`config.mk`:
```
export PLATFORM = sky130hd
export DESIGN_NAME = pulse_xfer_sched
export DESIGN_NICKNAME = d
export VERILOG_FILES = /design/src/rtl/pulse_xfer_pkg.sv /design/src/rtl/rr_arbiter.sv /design/src/rtl/pulse_xfer_sched.sv
export SDC_FILE = /design/constraint.sdc
export NUM_CORES = 1
export LEC_CHECK = 0
export CORE_MARGIN = 1
export CORE_UTILIZATION = 50
export DETAILED_ROUTE_END_ITERATION = 8
export PLACE_DENSITY = 0.7
export SETUP_SLACK_MARGIN = 0.4
export SLEW_MARGIN = 10
export SYNTH_ARGS = -nofsm -noshare
export SYNTH_HDL_FRONTEND = slang
export SYNTH_HIERARCHICAL = 1
export SYNTH_SLANG_ARGS = --single-unit
```
`constraint.sdc`:
```
create_clock -name clk -period 4.1 [get_ports clk]
set_clock_uncertainty 0.15 [all_clocks]
set_input_delay 0.615 -clock clk [delete_from_list [all_inputs] [get_ports clk]]
set_output_delay 0.615 -clock clk [all_outputs]
set_load 0.01 [all_outputs]
```
`src/rtl/pulse_xfer_pkg.sv`:
```
// pulse_xfer_pkg: shared types and defaults for the pulse transfer scheduler.
package pulse_xfer_pkg;
    typedef enum logic [1:0] {IDLE, LAUNCH, WAIT_HI, WAIT_LO} state_t;
    localparam int NUM_REQ_DEF = 4;
    localparam int CNT_W_DEF = 4;
    localparam int TAG_W = $clog2(NUM_REQ_DEF);
    typedef logic [CNT_W_DEF-1:0] cnt_t;
endpackage

```
`src/rtl/rr_arbiter.sv`:
```
// rr_arbiter: combinational round-robin pick starting at ptr (inclusive).
module rr_arbiter #(
    parameter int NUM_REQ = 4,
    localparam int TW = $clog2(NUM_REQ)
) (
    input  logic [NUM_REQ-1:0] req,
    input  logic [TW-1:0]      ptr,
    output logic [NUM_REQ-1:0] gnt,
    output logic [TW-1:0]      idx,
    output logic               vld
);
    logic [TW-1:0] j;
    always_comb begin
        idx = '0;
        vld = 1'b0;
        j = '0;
        gnt = '0;
        // Walk backwards so the candidate closest to ptr is written last and wins.
        for (int k = NUM_REQ - 1; k >= 0; k--) begin
            j = TW'((int'(ptr) + k) % NUM_REQ);
            if (req[j]) begin
                idx = j;
                vld = 1'b1;
            end
        end
        if (vld) gnt[idx] = 1'b1;
    end
endmodule

```
`src/rtl/pulse_xfer_sched.sv`:
```
// pulse_xfer_sched: round-robin scheduler sharing one pulse-sync channel, paced on the returned ack level.
module pulse_xfer_sched
    import pulse_xfer_pkg::*;
#(
    parameter int NUM_REQ = NUM_REQ_DEF,
    parameter int CNT_W = CNT_W_DEF,
    parameter int TIMEOUT = 255,
    localparam int TW = $clog2(NUM_REQ),
    localparam int WW = $clog2(TIMEOUT + 1)
) (
    input  logic               clk,
    input  logic               reset,
    input  logic [NUM_REQ-1:0] req_pulse,
    input  logic               sync_ack,
    input  logic               clr_err,
    output logic               sync_pulse,
    output logic [TW-1:0]      tag,
    output logic               busy,
    output logic [NUM_REQ-1:0] pending_ovf,
    output logic               timeout_err
);
    state_t state_q, state_d;
    logic [CNT_W-1:0] cnt_q [NUM_REQ];
    logic [CNT_W-1:0] cnt_d [NUM_REQ];
    logic [TW-1:0] ptr_q, ptr_d, tag_q, tag_d, gidx;
    logic [WW-1:0] wcnt_q, wcnt_d;
    logic [NUM_REQ-1:0] nz, gnt, ovf_ev, ovf_q, ovf_d;
    logic sync_pulse_q, sync_pulse_d, busy_q, busy_d, err_q, err_d, vld, grant, stay;

    always_comb begin
        nz = '0;
        for (int i = 0; i < NUM_REQ; i++) nz[i] = |cnt_q[i];
    end

    rr_arbiter #(.NUM_REQ(NUM_REQ)) u_arb (
        .req(nz),
        .ptr(ptr_q),
        .gnt(gnt),
        .idx(gidx),
        .vld(vld)
    );

    always_comb begin
        state_d = state_q;
        tag_d = tag_q;
        ptr_d = ptr_q;
        grant = 1'b0;
        case (state_q)
            IDLE: if (vld) begin
                state_d = LAUNCH;
                tag_d = gidx;
                ptr_d = (gidx == TW'(NUM_REQ - 1)) ? '0 : gidx + 1'b1;
                grant = 1'b1;
            end
            LAUNCH: state_d = WAIT_HI;
            WAIT_HI: if (sync_ack) state_d = WAIT_LO;
            WAIT_LO: if (!sync_ack) state_d = IDLE;
            default: state_d = IDLE;
        endcase
        // Counter clears on any exit or state change, so each wait state starts from zero.
        stay = (state_q == WAIT_HI && !sync_ack) || (state_q == WAIT_LO && sync_ack);
        wcnt_d = stay ? ((wcnt_q == WW'(TIMEOUT)) ? wcnt_q : wcnt_q + 1'b1) : '0;
        err_d = (stay && wcnt_q == WW'(TIMEOUT - 1)) || (err_q && !clr_err);
        sync_pulse_d = state_q == LAUNCH;
        busy_d = state_d != IDLE;
        ovf_ev = '0;
        for (int i = 0; i < NUM_REQ; i++) begin
            cnt_d[i] = (req_pulse[i] && !(grant && gnt[i]) && cnt_q[i] != '1) ? cnt_q[i] + 1'b1 :
                       (!req_pulse[i] && grant && gnt[i]) ? cnt_q[i] - 1'b1 : cnt_q[i];
            ovf_ev[i] = req_pulse[i] && !(grant && gnt[i]) && cnt_q[i] == '1;
        end
        ovf_d = ovf_ev | (ovf_q & ~{NUM_REQ{clr_err}});
    end

    always_ff @(posedge clk) begin
        if (reset) begin
            state_q <= IDLE;
            cnt_q <= '{default: '0};
            ptr_q <= '0;
            tag_q <= '0;
            wcnt_q <= '0;
            ovf_q <= '0;
            err_q <= 1'b0;
            sync_pulse_q <= 1'b0;
            busy_q <= 1'b0;
        end else begin
            state_q <= state_d;
            cnt_q <= cnt_d;
            ptr_q <= ptr_d;
            tag_q <= tag_d;
            wcnt_q <= wcnt_d;
            ovf_q <= ovf_d;
            err_q <= err_d;
            sync_pulse_q <= sync_pulse_d;
            busy_q <= busy_d;
        end
    end

    assign sync_pulse = sync_pulse_q;
    assign tag = tag_q;
    assign busy = busy_q;
    assign pending_ovf = ovf_q;
    assign timeout_err = err_q;
endmodule

```
; ---- Word-level counts from Yosys, hierarchy flattened
; Index checks and enable logic that the tools add are counted.
[word_totals]
ff_bits = 37
inputBits = 8
out_inout_bits = 9
word_cells = 136
[classes]
add_sub_neg = 13
order_cmp = 6
eq_ne = 14
n_mux = 34
bitwise_logic = 4
n_reduce_logical = 53
[op_table]
columns = operator, count
row1 = $mux W4, 9
row2 = $logic_and A1 B1 Y1, 29
row3 = $add A4 B1 Y4 const B, 4
row4 = $eq A4 B4 Y1 const B, 4
row5 = $eq A8 B8 Y1 const B, 2
row6 = $mux W2, 8
row7 = $ne A4 B4 Y1 const B, 4
row8 = $reduce_or A4 Y1, 4
row9 = $sub A4 B1 Y4 const B, 4
row10 = $lt A2 B3 Y1 const B, 5
row11 = $mux W1, 11
row12 = $logic_not A1 Y1, 10
row13 = $reduce_bool A2 Y1, 5
row14 = $add A8 B1 Y8 const B, 1
row15 = $bmux W1 S2, 4
row16 = $pmux W2 S4, 1
row17 = $eq A2 B2 Y1 const B, 3
row18 = $add A2 B1 Y2 const B, 2
row19 = $add A2 B2 Y2 const B, 2
row20 = $and A4 B4 Y4, 1
row21 = $not A4 Y4, 1
row22 = $or A4 B4 Y4, 1
row23 = $demux W1 S2, 1
row24 = $eq A2 B1 Y1 const B, 1
row25 = other kinds (6), 7

; ---- Logic depth before layout (Yosys ltp)
; Gate-level depths: netlist of run 1.
[depth]
ltp_word = 17
mapped_depth = 12
depth_no_buf = 12

; ---- Cells and area by module
; The synthesis of run 1 kept the hierarchy.
[by_module_without_submodules]
columns = mod, instances, cells_each, area_each_um2, seq_area_each_um2
row1 = pulse_xfer_sched, 1, 243, 2138.3, 740.7
row2 = rr_arbiter, 1, 28, 176.4, 0.0

; ---- Worst setup path before layout of run 1
; No wires, ideal clock.
[synth_path]
kind = register to register
from = register cnt_q[8] (netlist name)
to = register cnt_q[15] (netlist name)
setup_time_ps = 95
t_arrival_ps = 3235
required_time_ps = 3855
slack_ps = 620
path_stages_with_launch = 12
n_path_buf = 1
period_less_slack_ps = 3480
path_cell_list = dfxtp_1 or4_1 or4_1 buf_6 and4bb_4 nor3_4 inv_2 ha_1 a21oi_1 nand2_1 or3_1 o311ai_1
[synth_between]
elab_cells_between_ends = 33
classes_between = 2 x order compare / 22 x mux / 9 x reduce/logical
[synth_lines]
columns = element, line_no
row1 = from (decl), pulse_xfer_sched.sv:23  ; logic [CNT_W-1:0] cnt_q [NUM_REQ];
row2 = from (signal assigned), pulse_xfer_sched.sv:88  ; cnt_q <= cnt_d;
row3 = $reduce_or A4 Y1 (*), pulse_xfer_sched.sv:32  ; for (int i = 0; i < NUM_REQ; i++) nz[i] = |cnt_q[i];
row4 = via nz[1], pulse_xfer_sched.sv:27  ; logic [NUM_REQ-1:0] nz, gnt, ovf_ev, ovf_q, ovf_d;
row5 = $bmux W1 S2, rr_arbiter.sv:21  ; if (req[j]) begin
row6 = $mux W1 (implied by the code), rr_arbiter.sv:21
row7 = $mux W1 (3 in a row), rr_arbiter.sv:21
row8 = $mux W1 (*), rr_arbiter.sv:21
row9 = via vld, pulse_xfer_sched.sv:28  ; logic sync_pulse_q, sync_pulse_d, busy_q, busy_d, err_q, err_d, vld, grant, stay;
row10 = $mux W1, pulse_xfer_sched.sv:49  ; IDLE: if (vld) begin
row11 = $mux W1, pulse_xfer_sched.sv:48  ; case (state_q)
row12 = $logic_and A1 B1 Y1, pulse_xfer_sched.sv:68  ; cnt_d[i] = (req_pulse[i] && !(grant && gnt[i]) && cnt_q[i] != '1) ? cnt_q[i] + 1'b1 :
row13 = $logic_not A1 Y1, pulse_xfer_sched.sv:68
row14 = $logic_and A1 B1 Y1 (2 in a row), pulse_xfer_sched.sv:68
row15 = $mux W4 / $reduce_bool A2 Y1 (equally long branches), -
; Mark *: on every way through the listed nets, which the timed path passes. The rest lies on a longest branch. The select of a mux whose other input is x is not followed.
; A chain may end at the register's enable or synchronous reset.

; ---- Worst setup path after layout of run 1
[layout_path]
from = register cnt_q[8] (netlist name)
to = register cnt_q[3] (netlist name)
; The elaborated chain is that of the path after synthesis.

==> impl_metrics.csv, run 1 <==
group,metric,value,unit
floorplan,boundaryPins,17,
yosys,synthCells,271,
pwr,internal_power,1.20,mW
critical_path,r2r_setup_slack,0.58,ns
pwr,sequentialPowerShare,28.8,%
pwr,vdd_drop_max,0.447,mV
yosys,synth_nets,294,
job,maxCapViolations,0,
sta,fin_crit,3.52,ns
pwr,total_power,2.04,mW
sta,finalCritPeriodShare,85.9,%
global_routing,track_usage,21.3,%
yosys,yosys.cell_types.count,47,
drt,drtIter0Drc,71,
hold_path,worst_hold_path_type,"reg2reg",
drt,vias_per_cell,5.93,
placement,io_buffer_count,16,
global_routing,grt_overflow_total,0,
hold_path,holdPathStages,2,
run_status,outcome,"complete, no violations",
drt,vias,2029,
drt,routed_wl,4870,um
critical_path,cp_data_arrival_time,3.53,ns
pwr,p_comb_share,52.4,%
critical_path,cp_slowest_stage_delay,0.65,ns
global_routing,antenna_found_initial,0,
critical_path,worstSetupPathType,"reg2reg",
hold_path,min_from,"tag[0]",
pwr,powerDensity,761,nW/um^2
critical_path,critPathSlowestCell,"or4_4",
sta,max_freq,284,MHz
finish,nets,312,
finish,drive_gt1_share,11.7,%
sta,tightest_slew,0.544,ns
floorplan,fp.dieH,70.0,um
critical_path,r2r_start,"cnt_q[8]",
finish,final_common_cell,"dfxtp_1",
global_routing,grt_start_max_net_pins,20,
finish,seqCellArea,741,um^2
clock_network,clockBufferDepth,2,
global_routing,first_global_vias,1873,
yosys,syn-mean-instance-area,8.54,um^2
yosys,yosysSeqAreaShare,32.0,%
critical_path,worst-path-buf-inv,1,
clock_network,ctsHoldBuffers,0,
finish,layout_common_cells,"dfxtp_1 (37), a21oi_1 (24), nor2_1 (21)",
clock_network,numCtsBuffers,5,
yosys,async_flop_share,0,%
clock_network,h-tree-depth,2,
finish,multi_input_area,1500,um^2
pwr,switching_share,41.4,%
yosys,ys.warnings.count,6,
floorplan,dieArea,4910,um^2
pwr,clkPwrFrac,18.8,%
critical_path,cp_top_family,"simple AND/OR/NAND/NOR gates",
drt,drc,0,
critical_path,crit_fanout,13,
sta,rsz0062_at_grt,"false",
clock_network,root_buffer,"clkbuf_8",
yosys,syn_area,2310,um^2
critical_path,cp-end-kind,"flop",
sta,setup_tns,0,ns
sta,report.final.hold_viol_count,0,
drt,drt_pass1_iterations,4,
placement,place_congestion,0.865,
critical_path,r2r_cells,10,
sta,holdWs,0.305,ns
sta,slew_violations,0,
finish,diodes,0,
yosys,synth-main-ff-cell,"dfxtp_1",
critical_path,crit_top_cell,"or4_4",
clock_network,clock-sinks,37,
sta,finalSetupViolCount,0,
finish,fin_area,2680,um^2
floorplan,row_count,24,
placement,hpwlAfterDp,3400,um
finish,n_fill_cell,412,
pwr,p_sw,0.845,mW
critical_path,rr_endpoint,"cnt_q[3]",
sta,relSlewSlack,63.6,%
pwr,power.leakage,1.02,nW
finish,area_growth,15.8,%
critical_path,required,4.11,ns
floorplan,core,4410,um^2
drt,ant_nets,0,
hold_path,hold-path-endpoint,"tag[0]",
floorplan,start_util,52.4,%
clock_network,insertion_delay,0.29,ns
global_routing,grt_pass1_wl,8490,um
placement,dpl-instance-area,2490,um^2
critical_path,cp-start-kind,"flop",
clock_network,clkTransAtPathRegs,0.08,ns
critical_path,path_cells,"or4_4, or4_4, and4bb_1, nor3_4, inv_2, ha_1, a21oi_2, a21boi_0, mux2i_1, o311ai_1",
yosys,synth_edf_count,0,
floorplan,fp.dieW,70.0,um
clock_network,cts_tree,"built",
yosys,synth-seq-cells,37,
drt,wire_per_inst,14.2,um
==> cells by family after synthesis <==
kind of cell	synth area share, %
multiplexers	1.73
AND/OR/NAND/NOR	31.9
buffers and inverters	4.54
adder cells (fa/ha/maj)	9.41
flip-flops	32.0
AO/OA/AOI/OAI	17.4
XOR/XNOR	3.03
==> layout make-up <==
cell class | instances | area share (%)
Tap cell | 52 | 2.43
Clock inverter | 3 | 2.57
Inverter | 14 | 1.96
Sequential cell | 37 | 27.6
Clock buffer | 5 | 2.57
Multi-Input combinational cell | 211 | 55.8
Timing Repair Buffer | 20 | 7.09
==> worst reg2reg max path: stages, from the launching register on <==
cell and delay, ns:
dfxtp_1 0.37, or4_4 0.60, or4_4 0.65, and4bb_1 0.28, nor3_4 0.30, inv_2 0.11
ha_1 0.35, a21oi_2 0.22, a21boi_0 0.12, mux2i_1 0.14, o311ai_1 0.11
==> through the flow <==
stage               util (%)  std cells  setup slack [ns]
floorplan                  -        271             0.620
global placement        56.5        331             0.401
detailed placement      56.5        331             0.348
CTS                     59.7        339             0.485
global route            60.7        342             0.378
finish                  60.7        342             0.578
==> sequential cells by signal, summed over array words and instances, names as in the netlist <==
name         count
busy             1
cnt_q           16
ptr_q            2
pending_ovf      4
sync_pulse       1
tag              2
timeout_err      1
wcnt_q           8
state_q          2
==> routing by layer <==
| metal | vias to the layer above | global-route usage [%] | wire length, um |
|---|---|---|---|
| met1 | 940 | 28.5 | 2460 |
| met2 | 33 | 34.4 | 2200 |
| met5 | - | 0 | 0 |
| met3 | 6 | 4.62 | 159 |
| li1 | 1050 | - | - |
| met4 | 0 | 6.22 | 58 |
==> cell usage after synthesis, types with 5 or more instances <==
library cell | instances | area share, %
nand2b_1 | 5 | 1.4
ha_1 | 11 | 5.9
nor3b_1 | 7 | 2.3
dfxtp_1 | 37 | 32
o21ai_0 | 10 | 2.2
and4_1 | 5 | 1.9
inv_1 | 9 | 1.5
a21oi_1 | 27 | 5.8
nor3_1 | 13 | 2.8
nand3_1 | 19 | 4.1
nand2_1 | 15 | 2.4
or4_1 | 5 | 1.6
o21ai_1 | 7 | 1.5
nand4_1 | 6 | 1.6
nor2_1 | 21 | 3.4
==> repair_timing <==
action	CTS	global route
gates resized for setup	1	6
setup buffers	0	3
setup endpoints to repair	4	4
pin swaps	0	2
==> how the worst max path moves through the flow <==
stage / start / end / slack, ns / depth (start not counted)
after floorplan: cnt_q[8] / cnt_q[15] / 0.62 / 11
after global placement: cnt_q[0] / cnt_q[3] / 0.40 / 10
after detailed placement: cnt_q[8] / cnt_q[15] / 0.35 / 10
after CTS: cnt_q[8] / cnt_q[15] / 0.48 / 10
after global routing: cnt_q[8] / cnt_q[3] / 0.38 / 10
final: cnt_q[8] / cnt_q[3] / 0.58 / 10
==> power groups by stage <==
stage / logic [mW] / registers (mW) / clock network, mW
after floorplan: 0.820 / 0.547 / 0
after global placement: 0.961 / 0.588 / 0
after detailed placement: 0.974 / 0.593 / 0
after CTS: 0.998 / 0.584 / 0.392
after global routing: 1.20 / 0.605 / 0.408
final: 1.07 / 0.588 / 0.384
No activity file was read; power rests on OpenSTA's default activity.
==> run 2, diff against run 1 <==
GPL_TIMING_DRIVEN = 1   (was default)
PLACE_DENSITY = 0.75   (was 0.7)
SKIP_CTS_REPAIR_TIMING = 1   (was default)
==> impl_metrics.csv, run 2 (synthesis results as in run 1) <==
group,metric,value,unit
critical_path,required,4.11,ns
critical_path,crit_fanout,13,
job,maxCapViolations,0,
clock_network,insertion_delay,0.30,ns
drt,wire_per_inst,14.3,um
critical_path,cp-start-kind,"flop",
floorplan,boundaryPins,17,
floorplan,core,4410,um^2
finish,largest_reg_flops,16,
sta,report.final.hold_viol_count,0,
floorplan,fp.dieH,70.0,um
clock_network,numCtsBuffers,5,
critical_path,cp-end-kind,"flop",
finish,drive_gt1_share,10.5,%
critical_path,worstSetupPathType,"reg2reg",
sta,holdWs,0.318,ns
sta,fin_crit,3.58,ns
floorplan,fp.dieW,70.0,um
pwr,powerDensity,739,nW/um^2
sta,setup_tns,0,ns
drt,drc,0,
clock_network,cts_tree,"built",
sta,slew_violations,0,
clock_network,clock-sinks,37,
drt,drtIter0Drc,101,
finish,finish.utilization,59.6,%
pwr,vdd_drop_max,0.452,mV
drt,drt_pass1_iterations,4,
clock_network,root_buffer,"clkbuf_8",
finish,n_fill_cell,371,
sta,relSlewSlack,63.3,%
finish,top_register,"cnt_q",
critical_path,cp_data_arrival_time,3.60,ns
hold_path,worst_hold_path_type,"reg2reg",
run_status,outcome,"complete, no violations",
global_routing,grt_start_max_net_pins,20,
finish,diodes,0,
clock_network,clkTransAtPathRegs,0.08,ns
drt,vias_per_cell,5.97,
placement,io_buffer_count,16,
sta,rsz0062_at_grt,"false",
finish,layout_common_cells,"dfxtp_1 (37), a21oi_1 (24), nor2_1 (21)",
global_routing,grt_overflow_total,0,
finish,final_common_cell,"dfxtp_1",
global_routing,track_usage,20.6,%
finish,nets,309,
sta,tightest_slew,0.549,ns
clock_network,h-tree-depth,2,
global_routing,first_global_vias,1840,
sta,max_freq,279,MHz
global_routing,antenna_found_initial,0,
sta,finalCritPeriodShare,87.4,%
drt,vias,2023,
floorplan,row_count,24,
floorplan,dieArea,4910,um^2
placement,place_congestion,0.868,
drt,routed_wl,4830,um
pwr,power.leakage,0.988,nW
floorplan,start_util,52.4,%
finish,area_growth,13.7,%
placement,hpwlAfterDp,3330,um
global_routing,grt_pass1_wl,8140,um
drt,ant_nets,0,
clock_network,clockBufferDepth,2,
sta,finalSetupViolCount,0,
run 2: cell count changes in the layout (fill, tap and decap cells not counted):
cell / change
buf_4: -3
bufinv_16: -1
clkinv_4: +1
clkbuf_1: +1
inv_6: -1
run 2: layout make-up:
cell class,instances,area (um^2),share of cell area [%]
clock buffers,6,72.6,2.76
clock inverters,2,38.8,1.47
inverters,14,52.6,2.00
multi-input cells,211,1500,56.8
flip-flops and latches,37,741,28.1
well taps,52,65.1,2.47
repair buffers,17,168,6.37
run 2: path summary, 6_finish.rpt:
path / from / endpoint / slack, ns / cells past startpoint
worst max-delay path: cnt_q[8] / cnt_q[11] / 0.52 / 10
worst min-delay path: tag[0] / tag[0] / 0.32 / 2
worst max register to register: cnt_q[8] / cnt_q[11] / 0.52 / 10
worst min register to register: tag[0] / tag[0] / 0.32 / 2
run 2: where the power goes:
part	internal (mW)	switching, mW
registers	0.456	0.134
logic	0.479	0.556
clock network	0.183	0.137
total	1.12	0.827
run 2: per-stage QoR:
stage	setup WS (ns)	power, mW	cells	instance area (um^2)
3_5_place_dp	0.314	1.56	331	2490
3_3_place_gp	0.402	1.54	331	2490
6_report	0.516	1.94	339	2630
4_1_cts	0.290	1.89	339	2610
2_1_floorplan	0.620	1.37	271	2310
5_1_grt	0.391	2.10	339	2630
run 2: critical path: stages (launching register included):
cell and delay, ns:
dfxtp_1 0.38, or4_4 0.61, or4_4 0.65, and4bb_1 0.27, nor3_4 0.25, inv_2 0.12
ha_1 0.34, a21oi_1 0.26, a21boi_0 0.14, mux2i_1 0.17, o311ai_1 0.11
run 2: routing by layer:
metal	GRT usage [%]	up-vias	wire, um
li1	-	1039	-
met1	27.0	948	2390
met2	33.0	34	2270
met3	5.05	2	150
met4	7.11	0	27
met5	0	-	0
==> run 3, diff against run 2 <==
--- a/config.mk
+++ b/config.mk
@@ -17,3 +17,2 @@
 export SYNTH_HDL_FRONTEND = slang
-export SYNTH_HIERARCHICAL = 1
 export SYNTH_SLANG_ARGS = --single-unit
--- a/constraint.sdc
+++ b/constraint.sdc
@@ -4,2 +4,2 @@
 set_output_delay 0.615 -clock clk [all_outputs]
-set_load 0.01 [all_outputs]
+set_load 0.005 [all_outputs]
==> impl_metrics.csv, run 3 <==
group,metric,value,unit
finish,final_common_cell,"nor2_1",
finish,drive_gt1_share,20.4,%
yosys,synth_top_area_share,33.5,%
global_routing,antenna_found_initial,0,
yosys,syn-mean-instance-area,9.38,um^2
clock_network,h-tree-depth,2,
sta,holdWs,0.336,ns
drt,drt_pass1_iterations,4,
yosys,syn_area,2210,um^2
floorplan,dieArea,4700,um^2
pwr,vdd_drop_max,0.367,mV
clock_network,root_buffer,"clkbuf_8",
pwr,sequentialPowerShare,25.4,%
drt,wire_per_inst,14.5,um
yosys,synth_nets,262,
sta,finalSetupViolCount,0,
clock_network,clock-sinks,37,
floorplan,boundaryPins,17,
yosys,synth_common_cells,"dfxtp_1 (37), nor2_1 (37), ha_1 (14)",
drt,routed_wl,4640,um
sta,max_freq,275,MHz
yosys,async_flop_share,0,%
yosys,synth_area_leaders,"dfxtp_1 (33%), ha_1 (7.9%), nor2_1 (6.3%)",
global_routing,grt_start_max_net_pins,34,
clock_network,clkTransAtPathRegs,0.08,ns
clock_network,numCtsBuffers,5,
sta,finalCritPeriodShare,88.7,%
critical_path,r2r_setup_slack,0.46,ns
floorplan,fp.dieW,68.5,um
pwr,power.leakage,1.16,nW
pwr,switching_share,40.7,%
floorplan,start_util,53.8,%
critical_path,crit_fanout,7,
sta,rsz0062_at_grt,"false",
yosys,ys.warnings.count,0,
pwr,p_sw,0.959,mW
global_routing,first_global_vias,1553,
pwr,p_comb_share,60.7,%
clock_network,clockBufferDepth,2,
finish,diodes,0,
yosys,yosysSeqAreaShare,33.5,%
drt,ant_nets,0,
finish,layout_common_cells,"nor2_1 (37), dfxtp_1 (36), buf_4 (20)",
yosys,yosys.cell_types.count,41,
finish,area_growth,24.1,%
finish,finish.utilization,66.7,%
yosys,yosysTopAreaCell,"dfxtp_1",
global_routing,grt_pass1_wl,6780,um
critical_path,worstSetupPathType,"reg2reg",
clock_network,cts_tree,"built",
sta,fin_crit,3.64,ns
hold_path,worst_hold_path_type,"reg2reg",
global_routing,track_usage,19.5,%
sta,setup_tns,0,ns
job,maxCapViolations,0,
critical_path,cp-end-kind,"flop",
floorplan,fp.dieH,68.5,um
critical_path,cp_data_arrival_time,3.67,ns
sta,report.final.hold_viol_count,0,
critical_path,cp-start-kind,"flop",
drt,drc,0,
yosys,synth-main-ff-cell,"dfxtp_1",
sta,slew_violations,0,
sta,tightest_slew,0.456,ns
placement,place_congestion,0.888,
finish,nets,294,
yosys,synth_edf_count,0,
hold_path,holdPathStages,2,
finish,top_register,"cnt_q",
run_status,outcome,"complete, no violations",
floorplan,row_count,23,
global_routing,grt_overflow_total,0,
clock_network,insertion_delay,0.29,ns
critical_path,required,4.14,ns
pwr,powerDensity,859,nW/um^2
finish,n_fill_cell,320,
placement,hpwlAfterDp,2960,um
pwr,clkPwrFrac,14.0,%
placement,io_buffer_count,16,
yosys,synth-seq-cells,37,
finish,largest_reg_flops,16,
drt,drtIter0Drc,69,
drt,vias,1821,
yosys,synthCells,236,
pwr,internal_power,1.40,mW
floorplan,core,4120,um^2
sta,relSlewSlack,68.7,%
critical_path,r2r_cells,14,
drt,vias_per_cell,5.71,
==> run 3: cell count changes after synthesis, moves of 5 or more <==
cell / before / now
nand2_1: 15 / 8
nor2_1: 21 / 37
nand3_1: 19 / 11
clkbuf_1: 2 / 7
mux2i_1: 4 / 11
o21ai_0: 10 / 1
xnor2_1: 4 / 10
nor3_1: 13 / 2
and4_1: 5 / 0
o21ai_1: 7 / 0
a21oi_1: 27 / 10
==> run 3: kinds of logic after synthesis <==
group,after synthesis,synth area share [%]
simple gates,90,20.7
compound gates,42,18.1
flops,37,33.5
buf+inv,22,4.35
fa+ha+maj,18,11.5
mux,15,7.01
xor+xnor,12,4.75
==> run 3: routing by layer <==
metal  wire length [um]  global-route usage (%)  vias to the layer above  share of wire (%)
met2               2270                    32.5                       30                 49
li1                   -                       -                      920                  -
met5                  0                       0                        -                  0
met4                 99                    7.55                        0                2.1
met1               2140                    23.8                      858                 46
met3                133                    5.10                       13                2.9
==> run 3: power by group through the flow <==
stage,Combinational [mW],Sequential [mW],Clock [mW]
2_1_floorplan,0.930,0.553,0
3_3_place_gp,1.12,0.584,0
3_5_place_dp,1.14,0.588,0
4_1_cts,1.14,0.580,0.340
5_1_grt,1.57,0.617,0.353
6_report,1.43,0.598,0.330
==> run 3: path summary, 6_finish.rpt <==
check                 start             end
min          pending_ovf[1]  pending_ovf[1]
max reg2reg       cnt_q[13]       cnt_q[15]
min reg2reg  pending_ovf[1]  pending_ovf[1]
max               cnt_q[13]       cnt_q[15]
==> run 3: layout make-up <==
| cell class | count | area, um^2 | area share [%] |
|---|---|---|---|
| Clock inverter | 1 | 30.0 | 1.09 |
| Sequential cell | 37 | 744 | 27.1 |
| Clock buffer | 7 | 86.3 | 3.14 |
| Inverter | 11 | 41.3 | 1.50 |
| Timing Repair Buffer | 36 | 310 | 11.3 |
| Multi-Input combinational cell | 177 | 1470 | 53.6 |
| Tap cell | 50 | 62.6 | 2.28 |
==> run 3: through the flow <==
stage                     power [mW]  worst slack, ns  cells  cell area (um^2)
final                           2.36            0.465    319              2750
after global routing            2.54            0.305    319              2750
after CTS                       2.06            0.162    305              2540
after detailed placement        1.72            0.173    297              2430
after global placement          1.70            0.235    297              2430
after floorplan                 1.48            0.475    236              2210
==> run 3: critical path, cell delays in order (launching register included) <==
cell      delay [ns]
dfxtp_4         0.37
or4_4           0.60
a211oi_2        0.21
o32a_1          0.27
inv_2           0.06
ha_1            0.19
nor3b_2         0.17
o41ai_4         0.11
nand3_2         0.17
ha_1            0.30
a21o_1          0.21
a21oi_2         0.17
nor2_1          0.06
a22oi_1         0.16
mux2_1          0.33
